### src/rtl/seg_pkg.sv
// Shared definitions for the pipeline segment registers: instruction field
// bit positions, the NOP bubble encoding and the default {pc, instr} payload.
package seg_pkg;

    localparam int F31_30_HI = 31;
    localparam int F31_30_LO = 30;
    localparam int F29_28_HI = 29;
    localparam int F29_28_LO = 28;
    localparam int F27_HI    = 27;
    localparam int F27_LO    = 27;
    localparam int F26_HI    = 26;
    localparam int F26_LO    = 26;
    localparam int F25_22_HI = 25;
    localparam int F25_22_LO = 22;
    localparam int F21_18_HI = 21;
    localparam int F21_18_LO = 18;
    localparam int F17_14_HI = 17;
    localparam int F17_14_LO = 14;
    localparam int F25_0_HI  = 25;
    localparam int F25_0_LO  = 0;

    localparam int IF_ID_PC_W   = 32;
    localparam int IF_ID_DATA_W = 32;

    localparam logic [IF_ID_DATA_W-1:0] NOP_INSTR = '0;

    // Default-width payload; parametrised instances build the same layout locally.
    typedef struct packed {
        logic [IF_ID_PC_W-1:0]   pc;
        logic [IF_ID_DATA_W-1:0] instr;
    } if_id_payload_t;

endpackage

### src/rtl/segment_field_split.sv
// Combinational slicer from the low 32 instruction bits to the decode fields;
// shared by the IF/ID and ID/EX segments.
module segment_field_split
    import seg_pkg::*;
(
    input  logic [31:0] instr_i,
    output logic [1:0]  f_31_30_o,
    output logic [1:0]  f_29_28_o,
    output logic        f_27_o,
    output logic        f_26_o,
    output logic [3:0]  f_25_22_o,
    output logic [3:0]  f_21_18_o,
    output logic [3:0]  f_17_14_o,
    output logic [25:0] f_25_0_o
);

    assign f_31_30_o = instr_i[F31_30_HI:F31_30_LO];
    assign f_29_28_o = instr_i[F29_28_HI:F29_28_LO];
    assign f_27_o    = instr_i[F27_HI];
    assign f_26_o    = instr_i[F26_HI];
    assign f_25_22_o = instr_i[F25_22_HI:F25_22_LO];
    assign f_21_18_o = instr_i[F21_18_HI:F21_18_LO];
    assign f_17_14_o = instr_i[F17_14_HI:F17_14_LO];
    assign f_25_0_o  = instr_i[F25_0_HI:F25_0_LO];

endmodule

### src/rtl/segment_if_id_skid.sv
// IF/ID segment register with valid/ready handshake, optional 2-entry skid
// buffer, synchronous flush to an all-zero bubble and a saturating stall counter.
module segment_if_id_skid
    import seg_pkg::*;
#(
    parameter int PC_W   = 32,
    parameter int DATA_W = 32,
    parameter int SKID   = 1,
    parameter int CNT_W  = 16
) (
    input  logic              clk,
    input  logic              rst,
    input  logic              flush,
    input  logic              in_valid,
    output logic              in_ready,
    input  logic [PC_W-1:0]   in_pc,
    input  logic [DATA_W-1:0] in_instr,
    output logic              out_valid,
    input  logic              out_ready,
    output logic [PC_W-1:0]   out_pc,
    output logic [DATA_W-1:0] out_instr,
    output logic [1:0]        f_31_30,
    output logic [1:0]        f_29_28,
    output logic              f_27,
    output logic              f_26,
    output logic [3:0]        f_25_22,
    output logic [3:0]        f_21_18,
    output logic [3:0]        f_17_14,
    output logic [25:0]       f_25_0,
    output logic [CNT_W-1:0]  stall_cnt
);

    typedef struct packed {
        logic [PC_W-1:0]   pc;
        logic [DATA_W-1:0] instr;
    } payload_t;

    payload_t         m_q, m_d, s_q, s_d, in_s;
    logic             m_valid_q, m_valid_d;
    logic             s_valid_q, s_valid_d;
    logic [CNT_W-1:0] cnt_q, cnt_d;
    logic             in_fire_s, out_fire_s;

    assign in_s.pc    = in_pc;
    assign in_s.instr = in_instr;

    // With the skid buffer in_ready depends on registered state only.
    assign in_ready   = (SKID != 0) ? !s_valid_q : (!m_valid_q || out_ready);
    assign in_fire_s  = in_valid && in_ready;
    assign out_fire_s = m_valid_q && out_ready;

    assign out_valid  = m_valid_q;
    assign out_pc     = m_q.pc;
    assign out_instr  = m_q.instr;
    assign stall_cnt  = cnt_q;

    // Next-state for main/skid entries: flush, then skid drain, then new input.
    always_comb begin
        m_d       = m_q;
        m_valid_d = m_valid_q;
        s_d       = s_q;
        s_valid_d = s_valid_q;
        if (flush) begin
            m_d.pc    = {PC_W{1'b0}};
            m_d.instr = DATA_W'(NOP_INSTR);
            s_d.pc    = {PC_W{1'b0}};
            s_d.instr = DATA_W'(NOP_INSTR);
            m_valid_d = 1'b0;
            s_valid_d = 1'b0;
        end else if (SKID != 0) begin
            if (!m_valid_q || out_ready) begin
                if (s_valid_q) begin
                    m_d       = s_q;
                    m_valid_d = 1'b1;
                    s_valid_d = 1'b0;
                end else begin
                    m_valid_d = in_fire_s;
                    if (in_fire_s) begin
                        m_d = in_s;
                    end else begin
                        m_d = m_q;
                    end
                end
            end else if (in_fire_s) begin
                s_d       = in_s;
                s_valid_d = 1'b1;
            end else begin
                s_d = s_q;
            end
        end else begin
            if (in_fire_s) begin
                m_d       = in_s;
                m_valid_d = 1'b1;
            end else if (out_fire_s) begin
                m_valid_d = 1'b0;
            end else begin
                m_valid_d = m_valid_q;
            end
        end
    end

    // Stall counter saturates at all-ones; flush does not touch it.
    always_comb begin
        cnt_d = cnt_q;
        if (m_valid_q && !out_ready && !flush && (cnt_q != {CNT_W{1'b1}})) begin
            cnt_d = cnt_q + {{(CNT_W-1){1'b0}}, 1'b1};
        end else begin
            cnt_d = cnt_q;
        end
    end

    // Segment state updates on the falling edge like the other segment registers.
    always_ff @(negedge clk or posedge rst) begin
        if (rst) begin
            m_q       <= '0;
            s_q       <= '0;
            m_valid_q <= 1'b0;
            s_valid_q <= 1'b0;
            cnt_q     <= {CNT_W{1'b0}};
        end else begin
            m_q       <= m_d;
            s_q       <= s_d;
            m_valid_q <= m_valid_d;
            s_valid_q <= s_valid_d;
            cnt_q     <= cnt_d;
        end
    end

    segment_field_split u_split (
        .instr_i   (m_q.instr[31:0]),
        .f_31_30_o (f_31_30),
        .f_29_28_o (f_29_28),
        .f_27_o    (f_27),
        .f_26_o    (f_26),
        .f_25_22_o (f_25_22),
        .f_21_18_o (f_21_18),
        .f_17_14_o (f_17_14),
        .f_25_0_o  (f_25_0)
    );

endmodule

### config.mk
export PLATFORM = sky130hd
export DESIGN_NAME = segment_if_id_skid
export DESIGN_NICKNAME = d
export VERILOG_FILES = /design/src/rtl/seg_pkg.sv /design/src/rtl/segment_field_split.sv /design/src/rtl/segment_if_id_skid.sv
export SDC_FILE = /design/constraint.sdc
export NUM_CORES = 1
export LEC_CHECK = 0
export ABC_AREA = 1
export CAP_MARGIN = 5
export CORE_ASPECT_RATIO = 0.9
export CORE_MARGIN = 2
export CORE_UTILIZATION = 49
export DETAILED_ROUTE_END_ITERATION = 12
export MAX_ROUTING_LAYER = met4
export PLACE_DENSITY_LB_ADDON = 0.12
export SETUP_SLACK_MARGIN = 0.1
export SYNTH_ARGS = -nofsm -noshare
export SYNTH_HDL_FRONTEND = slang
export SYNTH_HIERARCHICAL = 1
export SYNTH_SLANG_ARGS = --single-unit
### constraint.sdc
create_clock -name clk -period 6.2 [get_ports clk]
set_input_delay 1.55 -clock clk [delete_from_list [all_inputs] [get_ports clk]]
set_output_delay 1.55 -clock clk [all_outputs]
set_load 0.05 [all_outputs]
==> results of run 1 <==
-- cells in the mapped netlist (all sizes together) --
| cell | instances |
|---|---|
| o21ai | 103 |
| mux2i | 48 |
| clkbuf | 16 |
| nand4 | 4 |
| or2 | 1 |
| nand2 | 136 |
| xnor2 | 4 |
| nor2 | 22 |
| dfrtn | 146 |
| nand3b | 1 |
| inv | 40 |
| ha | 1 |
| buf | 84 |
| nand3 | 189 |
| nor3 | 2 |
-- cells by family after synthesis --
family / Yosys count / share of synthesized area
and+or+nand+nor: 355 / 0.229
DFF: 146 / 0.515
buffers and inverters: 140 / 0.109
AOI/OAI and AO/OA: 103 / 0.0727
muxes: 48 / 0.0677
xor gates and xnor gates: 4 / 0.00494
adders and majority gates: 1 / 0.00176
-- cell type report --
cell class | count | area [sq um]
sequential | 146 | 3650
multi-input combinational | 511 | 2680
inverter | 40 | 156
clock inverter | 4 | 95.1
timing repair buffer | 210 | 1800
clock buffer | 27 | 513
antenna | 1 | 2.50
tap | 193 | 241
fill | 1167 | 4970
-- what timing repair did --
action                                  4_1_cts  5_1_grt
buffers inserted                              0        0
endpoints found under the setup margin        1        0
resized for setup                             1        0
-- stage by stage --
step | hold WS (ps) | util | instance area [sq um] | TNS (ps) | power [W]
6_report | 453 | 0.648 | 9140 | 0 | 0.00274
2_1_floorplan | 436 | - | 7100 | -24800 | 0.00152
3_5_place_dp | 454 | 0.605 | 8530 | 0 | 0.00170
4_1_cts | 456 | 0.648 | 9140 | 0 | 0.00276
3_3_place_gp | 449 | 0.605 | 8530 | 0 | 0.00168
5_1_grt | 476 | 0.648 | 9140 | 0 | 0.00285
-- sequential cells by signal, indices dropped and copies added (netlist names) --
register and flops:
out_instr 32, out_pc 32, out_valid 1, s_q 64
s_valid_q 1, stall_cnt 16
-- power groups by stage --
stage	clock (W)	combinational, W	sequential (W)
global placement	0	0.000572	0.00111
detailed placement	0	0.000580	0.00112
global route	0.00112	0.000615	0.00111
floorplan	0	0.000270	0.00125
CTS	0.00108	0.000582	0.00110
finish	0.00106	0.000578	0.00110
-- per-layer routing --
metal | wire (um) | GRT usage | vias up
met3 | 1300 | 0.0643 | 15
met2 | 8530 | 0.368 | 213
met4 | 189 | 0.0652 | 0
li1 | - | - | 2909
met5 | 0 | - | -
met1 | 7980 | 0.330 | 2884
-- how the worst max path moves through the flow --
stage                          start           end  depth (start not counted)
after floorplan                  rst  out_instr[0]                          1
after global placement         flush     out_pc[5]                          5
after detailed placement       flush     out_pc[0]                          5
after CTS                 out_pc[29]    out_pc[29]                          1
after global routing      out_pc[29]    out_pc[29]                          1
final                     out_pc[29]    out_pc[29]                          1
==> results.json, run 1 <==
{
  "run_status": "finished, final reports clean",
  "boundaryPins": 195,
  "timing.hold.worst_path_depth": 2,
  "p_clk_frac": 0.387,
  "synth.avg_cell_area_sq_um": 8.90,
  "fin_skew_ps": 5.16,
  "clock_pin_slew_of_the_registers_on_the_worst_case_setup_and_hold_paths_ps": 40,
  "cp_cell_sequence": "dlygate4sd2_1",
  "dp_worst_setup_slack_ps": 18.2,
  "dr.pass1.iters": 6,
  "smallest_setup_slack_after_layout_ps": 227,
  "worstSetupEndpointType": "output pin",
  "maximum_buffer_depth_of_the_clock_tree": 2,
  "timing.critical_path.max_delay_family": "buffers and inverters",
  "layout.cells.most_common": "sky130_fd_sc_hd__nand3_1",
  "root_buffer": "sky130_fd_sc_hd__clkbuf_16",
  "die_area_sq_um": 15500,
  "gpl.final_weighted_congestion": 0.887,
  "power.internal_w": 0.00191,
  "r2r_slack_ps": 3970,
  "detailedPlacementHpwl_mm": 11.3,
  "final_setup_violating_endpoints": 0,
  "cts_htree_levels": 4,
  "grt.total_usage": 0.244,
  "ir_drop_uv": 243,
  "postRouteWirelength_mm": 18.0,
  "syn_nets": 867,
  "p_comb_frac": 0.211,
  "fp.dieH_um": 118,
  "power.share.switching": 0.303,
  "std_cell_rows": 41,
  "ys.warnings.count": 6,
  "layout_common_cells": "sky130_fd_sc_hd__nand3_1 (187), sky130_fd_sc_hd__dfrtn_1 (146), sky130_fd_sc_hd__buf_4 (137), sky130_fd_sc_hd__nand2_1 (133), sky130_fd_sc_hd__o21ai_1 (69)",
  "worstPathRequired_ps": 4650,
  "synth_cells": 797,
  "grt_first_pass_wirelength_mm": 29.0,
  "syn_area_sq_um": 7100,
  "worst_path_max_delay_cell": "sky130_fd_sc_hd__dlygate4sd2_1",
  "powerDensity_nw_per_um2": 300,
  "detail_route.iter0.violations": 476,
  "drc": 0,
  "cts_made_buffers": 17,
  "timing_worst_slew_pin_value_ps": 1190,
  "cp_num_buf_inv": 1,
  "initial_utilization": 0.503,
  "synth_top_cell_area_share": 0.515,
  "critPathMaxStageDelay_ps": 530,
  "yosys-top-cells-area": "sky130_fd_sc_hd__dfrtn_1 (51%), sky130_fd_sc_hd__nand3_1 (13%), sky130_fd_sc_hd__nand2_1 (7.0%)",
  "netlist.top_cell.by_area": "sky130_fd_sc_hd__dfrtn_1",
  "final_layout_size_suffix_gt1_frac": 0.195,
  "worstReg2RegStart": "s_valid_q",
  "cap_violations": 0,
  "r2r_end": "out_instr[1]",
  "grt_setup_unrepaired": "false",
  "overflow": 0,
  "via_per_inst": 5.32,
  "cts_tree": "yes",
  "worst-endpoint-arrival_ps": 4420,
  "die_width_um": 131,
  "grt_start_max_net_pins": 109,
  "ff2ff_path_depth": 5,
  "core_region_area_sq_um": 14100,
  "crit_path_max_fanout": 2,
  "cts_hold_repair.buffers": 0,
  "synthToLayoutAreaGrowth_pct": 28.8,
  "ant_nets": 0,
  "io_buffers": 194,
  "vias": 6021,
  "route.detailed.wl_per_inst_um": 15.9,
  "slew_viol_final": 0,
  "clock_latency_ps": 390,
  "synth_cell_types": 26,
  "maxSlewHeadroom": 0.205,
  "seq_area_frac_synth": 0.515,
  "cp-start-kind": "flop",
  "ff_latch_count_synth": 146,
  "power.net_switching_w": 0.000832,
  "clock_sink_count": 146,
  "nets_final": 996,
  "post_layout_nonfiller_instances": 1132,
  "numPlacedInstances": 1100,
  "grt_antenna_before_repair": 0,
  "seq_power_share": 0.402,
  "first_global_vias": 5656,
  "holdCritPathClass": "reg -> reg",
  "worstHoldStart": "s_q[60]",
  "power_leakage_nw": 4.33,
  "hold-path-endpoint": "s_q[60]",
  "number_of_hold_violations_in_the_final_report": 0,
  "worstSetupPathType": "reg -> out"
}
(Power assumes the default switching activity.)
==> inputs of run 2 (changes only) <==
Settings changed: GPL_TIMING_DRIVEN set to 0.
==> results.json, run 2 (synthesis results as in run 1) <==
{
  "std_cell_rows": 41,
  "worst-endpoint-arrival_ps": 4520,
  "number_of_hold_violations_in_the_final_report": 0,
  "dp_worst_setup_slack_ps": -21.7,
  "registers.top_by_ff_count": "s_q",
  "final_util": 0.703,
  "maximum_buffer_depth_of_the_clock_tree": 2,
  "gpl.final_weighted_congestion": 0.880,
  "maxSlewHeadroom": 0.631,
  "detail_route.iter0.violations": 358,
  "worst_path_max_delay_cell": "sky130_fd_sc_hd__dlygate4sd2_1",
  "critPathMaxStageDelay_ps": 550,
  "grt.total_usage": 0.268,
  "smallest_setup_slack_after_layout_ps": 128,
  "clock_latency_ps": 400,
  "boundaryPins": 195,
  "timing.critical_path.max_delay_family": "buffers and inverters",
  "grt_start_max_net_pins": 43,
  "cts_htree_levels": 4,
  "die_area_sq_um": 15500,
  "worstPathRequired_ps": 4650,
  "holdCritPathClass": "reg -> reg",
  "grt_antenna_before_repair": 0,
  "initial_utilization": 0.503,
  "powerDensity_nw_per_um2": 298,
  "die_width_um": 131,
  "grt_setup_unrepaired": "false",
  "crit_path_max_fanout": 5,
  "root_buffer": "sky130_fd_sc_hd__clkbuf_16",
  "clock_sink_count": 146,
  "cp-start-kind": "flop",
  "worstSetupEndpointType": "output pin",
  "run_status": "finished, final reports clean",
  "final_setup_violating_endpoints": 0,
  "io_buffers": 194,
  "core_region_area_sq_um": 14100,
  "largest_reg_flops": 64,
  "timing_worst_slew_pin_value_ps": 554,
  "vias": 6366,
  "cap_violations": 0,
  "clock_pin_slew_of_the_registers_on_the_worst_case_setup_and_hold_paths_ps": 40,
  "final_layout_size_suffix_gt1_frac": 0.174,
  "fin_skew_ps": 4.69,
  "slew_viol_final": 0,
  "worst_hold_slack_ps": 453,
  "detailedPlacementHpwl_mm": 13.4,
  "worstSetupPathType": "reg -> out",
  "n_fill_cell": 1131,
  "ant_nets": 0,
  "grt_first_pass_wirelength_mm": 31.7,
  "fp.dieH_um": 118,
  "drc": 0,
  "power_leakage_nw": 4.81,
  "via_per_inst": 5.22,
  "postRouteWirelength_mm": 19.5,
  "synthToLayoutAreaGrowth_pct": 39.7,
  "cts_tree": "yes",
  "numPlacedInstances": 1188,
  "cts_made_buffers": 17,
  "post_layout_nonfiller_instances": 1220,
  "nets_final": 1084,
  "tns_ps": 0,
  "layout_common_cells": "sky130_fd_sc_hd__nand3_1 (187), sky130_fd_sc_hd__dfrtn_1 (146), sky130_fd_sc_hd__nand2_1 (133), sky130_fd_sc_hd__o21ai_1 (70), sky130_fd_sc_hd__dlygate4sd2_1 (69)",
  "first_global_vias": 6215,
  "overflow": 0,
  "n_antenna_cell": 0,
  "ir_drop_uv": 331,
  "cp_cell_sequence": "dlygate4sd2_1",
  "layout.cells.most_common": "sky130_fd_sc_hd__nand3_1",
  "cp_num_buf_inv": 1,
  "route.detailed.wl_per_inst_um": 16.0,
  "dr.pass1.iters": 7
}
-- run 2: cell count changes in the layout (fill, tap and decap cells not counted), sizes merged --
cell           previous run  this run
clkbuf                   27        57
buf                     141        88
dlygate4sd2               1        69
bufinv                    3         8
inv                      39        40
clkinv                    1         3
clkdlybuf4s15             0        34
clkinvlp                  1         3
diode                     1         0
-- run 2: area by class of cell --
cell class | instances | area (sq um) | area share
Buffer | 100 | 624 | 0.0630
Inverter | 40 | 154 | 0.0155
Tap cell | 193 | 241 | 0.0244
Clock inverter | 14 | 283 | 0.0285
Clock buffer | 18 | 429 | 0.0433
Timing Repair Buffer | 198 | 1860 | 0.187
Multi-Input combinational cell | 511 | 2670 | 0.269
Sequential cell | 146 | 3650 | 0.369
-- run 2: path summary, 6_finish.rpt --
check / from / endpoint / slack (ps) / cells past startpoint
max in group asynchronous: rst / s_q[33] / 930 / 4
max reg2reg: stall_cnt[0] / stall_cnt[2] / 4530 / 7
max: stall_cnt[1] / stall_cnt[1] / 130 / 1
min in group asynchronous: rst / out_pc[20] / 4470 / 2
min reg2reg: s_q[42] / s_q[42] / 450 / 2
min: s_q[42] / s_q[42] / 450 / 2
-- run 2: routing by layer --
layer  wire length, um  vias up  track usage
li1                  -     3087            -
met2              9350      203        0.423
met4               242        0       0.0672
met1              8870     3056        0.357
met3              1040       20       0.0552
met5                 0        -            -
-- run 2: per-stage QoR --
stage	total power, W	cell area [sq um]
finish	0.00295	9910
global route	0.00306	9910
CTS	0.00297	10000
detailed placement	0.00176	9360
global placement	0.00174	9280
floorplan	0.00152	7100
-- run 2: repair_timing --
| item | CTS | global route |
|---|---|---|
| gates resized for setup | 207 | 29 |
| pin swaps | 0 | 0 |
| buffers inserted | 0 | 0 |
| hold buffers | 0 | 0 |
| setup endpoints to repair | 126 | 25 |
-- run 2: power by group --
part / internal, W / total (W) / switching, W
sequential: 0.00104 / 0.00110 / 0.0000596
combinational: 0.000200 / 0.000606 / 0.000406
clock: 0.000836 / 0.00125 / 0.000411
total: 0.00208 / 0.00295 / 0.000877
-- run 2: worst min-delay path: stages (launching register included) --
cell,delay [ps]
sky130_fd_sc_hd__dfrtn_1,400
sky130_fd_sc_hd__nand3_1,70
sky130_fd_sc_hd__nand2_1,60
